`src/rtl/shift_normalizer_pkg.sv`:
```
// Shared types for shift_normalizer: FSM state encoding and direction codes.
package shift_normalizer_pkg;

  typedef enum logic [1:0] {
    IDLE  = 2'd0,
    SHIFT = 2'd1,
    DONE  = 2'd2
  } state_e;

  localparam logic DIR_LEFT  = 1'b0;
  localparam logic DIR_RIGHT = 1'b1;

endpackage

```
`src/rtl/shift_normalizer.sv`:
```
// Iterative normalizer: shifts a captured word one bit per cycle until its MSB (left) or LSB
// (right) is set. Optional result counter is enabled by defining SHIFT_NORMALIZER_STATS_EN.
module shift_normalizer
  import shift_normalizer_pkg::*;
#(
  parameter int unsigned bit_size = 4
) (
  input  logic                        clk,
  input  logic                        rst,
  input  logic                        in_valid,
  output logic                        in_ready,
  input  logic [bit_size-1:0]         data,
  input  logic                        direction,
  output logic                        out_valid,
  input  logic                        out_ready,
  output logic [bit_size-1:0]         out,
  output logic [$clog2(bit_size)-1:0] num_shift,
  output logic                        zero
`ifdef SHIFT_NORMALIZER_STATS_EN
  ,
  output logic [15:0]                 result_count
`endif
);

  localparam int unsigned CntW = $clog2(bit_size);

  state_e              state_q, state_d;
  logic [bit_size-1:0] shreg_q, shreg_d;
  logic [CntW-1:0]     cnt_q, cnt_d;
  logic                dir_q, dir_d;
  logic                zero_q, zero_d;
  logic                target_set;
  logic                finished;

  assign target_set = (dir_q == DIR_LEFT) ? shreg_q[bit_size-1] : shreg_q[0];
  // A zero word can never reach the target bit, so it terminates immediately.
  assign finished   = (shreg_q == '0) || target_set;

  // State register
  always_ff @(posedge clk) begin
    if (rst) begin
      state_q <= IDLE;
    end else begin
      state_q <= state_d;
    end
  end

  // Next-state logic
  always_comb begin
    state_d = state_q;
    unique case (state_q)
      IDLE:    if (in_valid) state_d = SHIFT;
      SHIFT:   if (finished) state_d = DONE;
      DONE:    if (out_ready) state_d = IDLE;
      default: state_d = IDLE;
    endcase
  end

  // Output logic
  always_comb begin
    in_ready  = (state_q == IDLE);
    out_valid = (state_q == DONE);
  end

  always_comb begin
    shreg_d = shreg_q;
    cnt_d   = cnt_q;
    dir_d   = dir_q;
    zero_d  = zero_q;
    if (state_q == IDLE && in_valid) begin
      shreg_d = data;
      dir_d   = direction;
      cnt_d   = '0;
      zero_d  = (data == '0);
    end else if (state_q == SHIFT && !finished) begin
      shreg_d = (dir_q == DIR_LEFT) ? (shreg_q << 1) : (shreg_q >> 1);
      cnt_d   = cnt_q + CntW'(1);
    end
  end

  always_ff @(posedge clk) begin
    if (rst) begin
      shreg_q <= '0;
      cnt_q   <= '0;
      dir_q   <= DIR_LEFT;
      zero_q  <= 1'b0;
    end else begin
      shreg_q <= shreg_d;
      cnt_q   <= cnt_d;
      dir_q   <= dir_d;
      zero_q  <= zero_d;
    end
  end

  assign out       = shreg_q;
  assign num_shift = cnt_q;
  assign zero      = zero_q;

`ifdef SHIFT_NORMALIZER_STATS_EN
  logic [15:0] count_q;

  always_ff @(posedge clk) begin
    if (rst) begin
      count_q <= '0;
    end else if (state_q == DONE && out_ready && count_q != 16'hFFFF) begin
      count_q <= count_q + 16'd1;
    end
  end

  assign result_count = count_q;
`endif

endmodule
```
`config.mk`:
```
export PLATFORM = sky130hd
export DESIGN_NAME = shift_normalizer
export DESIGN_NICKNAME = d
export VERILOG_FILES = /design/src/rtl/shift_normalizer_pkg.sv /design/src/rtl/shift_normalizer.sv
export SDC_FILE = /design/constraint.sdc
export NUM_CORES = 1
export LEC_CHECK = 0
export CAP_MARGIN = 20
export CORE_AREA = 2 2 39 41
export DETAILED_ROUTE_END_ITERATION = 16
export DIE_AREA = 0 0 41 43
export PLACE_DENSITY = 0.71
export SYNTH_ARGS = -nofsm -noshare
export SYNTH_HDL_FRONTEND = slang
export SYNTH_SLANG_ARGS = --single-unit
```
`constraint.sdc`:
```
create_clock -name clk -period 2 [get_ports clk]
set_input_delay 0.2 -clock clk [delete_from_list [all_inputs] [get_ports clk]]
set_output_delay 0.2 -clock clk [all_outputs]
set_load 0.01 [all_outputs]
```
==> flow_metrics.tcl <==
set metrics [dict create \
    overflow 0 \
    slew_viol_final 0 \
    antenna_found_initial 0 \
    setup_tns_ns 0 \
    cp-start-kind "flip-flop" \
    fin_worst_skew_ns 0.00594 \
    period_share 0.821 \
    cts.clk_slew.worst_paths_ns 0.07 \
    cp_data_required_time_ns 1.80 \
    drc 0 \
    placementRows 14 \
    min_from "num_shift[1]" \
    cts_tree "yes" \
    power.density_mw_per_mm2 756 \
    synth-seq-cells 10 \
    rsz0062_at_grt "no" \
    synth_most_common_cell "dfxtp_1" \
    finalCriticalPeriod_ns 1.64 \
    async_flop_share 0 \
    start_util 0.378 \
    max_slew_margin 0.826 \
    p_leak_nw 0.278 \
    syn_to_final_growth_pct 43.3 \
    ir_drop_v 0.000385 \
    hpwlAfterDp_um 946 \
    grt_pass1_vias 509 \
    fin_total_pwr_mw 0.566 \
    drt_pass1_iterations 4 \
    clkLatencyLatePin_ns 0.27 \
    fin_nets 94 \
    whs_ns 0.496 \
    critPathMaxFanout 5 \
    synth_edf_count 0 \
    via_per_inst 5.36 \
    crit_path_start "state_q[1]" \
    worstMarginPinSlew_ns 0.258 \
    cpPeakStageDelay_ns 0.56 \
    grt_max_degree 9 \
    synth_flop_cell "dfxtp_1" \
    clock.fmax_mhz 609 \
    core_mm2 0.00138 \
    yosys.area.top_type "dfxtp_1" \
    clockRootBuffer "clkbuf_4" \
    hp-class "flip-flop to flip-flop" \
    crit_slowest_cell "clkdlybuf4s50_1" \
    syn_nets 72 \
    cts_max_level 1 \
    netlist.area_leader.share 0.383 \
    avgSynthCellArea_um2 8.30 \
    cts_resized 0 \
    synth_cell_types 27 \
    drtAntennaViolNets 0 \
    synth-seq-area-share 0.383 \
    r2r-start "out[0]" \
    die_y_um 43 \
    yosysWarningCount 0 \
    synth_area_um2 523 \
    synthCells 63 \
    drtIter0Drc 30 \
    synth_common_cells "10 x dfxtp_1, 8 x nand2_1, 7 x nor2_1" \
    end_kind "output pin" \
    clockBufferDepth 2 \
    die_x_um 41 \
    portBuffers 17 \
    drv_cap 0 \
    worst-setup-path-type "flip-flop to output pin" \
    ys_top_cells_by_area "dfxtp_1 38%, a21oi_1 5.7%, nand2_1 5.7%, nor2_1 5.0%, nand4_4 4.1%" \
    path_cells "nor2b_1 > clkdlybuf4s50_1" \
    routabilityCongestion 0.823 \
    post_cts_buffers 0 \
    wire_per_inst_um 12.6 \
    arrival_ns 1.44 \
    grt_pass1_wl_um 2160 \
    drive_above_1_share 0.0952 \
    die_area_mm2 0.00176 \
    ios 18 \
    via_count 536 \
    n_antenna_cell 0 \
    status "finished clean" \
    hold_viol 0 \
    cts_inserted_buffers 3 \
    grt_usage 0.181 \
    utilization 0.542 \
    clock-sinks 10 \
    cts_hold_repair.buffers 0 \
    setup_violations 0 \
    wirelength_um 1260 \
]
-- worst max-delay path, delay by kind of cell (launching register included) --
kind,cells,cell delay (ns)
buffers and inverters,1,0.56
DFF,1,0.42
and+or+nand+nor,1,0.20
-- final cells by class --
type	instances	area (µm²)
Fill cell	139	634
Multi-Input combinational cell	49	304
Sequential cell	10	200
Timing Repair Buffer	18	178
Clock buffer	4	36.3
Tap cell	16	20.0
Inverter	3	11.3
-- placed cells by master, fill, tap and decap left out, types with 3 or more instances in the layout --
| cell | instances |
|---|---|
| clkdlybuf4s50_1 | 17 |
| dfxtp_1 | 10 |
| nand2_1 | 8 |
| nor2_1 | 7 |
| a21oi_1 | 6 |
| inv_1 | 3 |
| nand2b_1 | 3 |
| clkbuf_4 | 3 |
-- registers in the layout, indices dropped and copies added, names as in the netlist --
signal	flops
num_shift	2
zero	1
out	4
dir_q	1
state_q	2
-- routing by layer --
| metal | global-route usage | vias to the layer above | part of all wire |
|---|---|---|---|
| met5 | 0 | - | 0 |
| met4 | 0.100 | 0 | 0.031 |
| met3 | 0.0314 | 7 | 0.065 |
| met2 | 0.250 | 24 | 0.43 |
| met1 | 0.257 | 236 | 0.47 |
| li1 | - | 269 | - |
-- where the power goes --
group	switching, mW	leakage, nW	internal (mW)
combinational	0.0655	0.175	0.0812
sequential	0.0235	0.0819	0.214
clock	0.0714	0.0210	0.111
total	0.160	0.278	0.406
-- cells by family (layout without fill, tap and decap cells) --
group                     after synthesis  count (layout)  synth area share
and+or+nand+nor                        29              29             0.316
buffers and inverters                   4              25            0.0359
xor gates and xnor gates                1               1            0.0167
AOI/OAI and AO/OA                      18              18             0.230
DFF                                    10              10             0.383
muxes                                   1               1            0.0191
-- worst paths after layout --
kind | to | slack, ns | cells past startpoint
hold / removal | num_shift[1] | 0.50 | 2
setup / recovery | out_valid | 0.36 | 2
setup reg to reg | num_shift[0] | 0.62 | 4
hold reg to reg | num_shift[1] | 0.50 | 2
-- stage by stage --
stage               std cells  setup WS (ns)  cell area, µm²
floorplan                  63          0.673             523
global placement           96          0.633             713
detailed placement         96          0.585             713
CTS                       100          0.354             749
global route              100          0.283             749
finish                    100          0.357             749
Power figures use the tool's default switching activity.
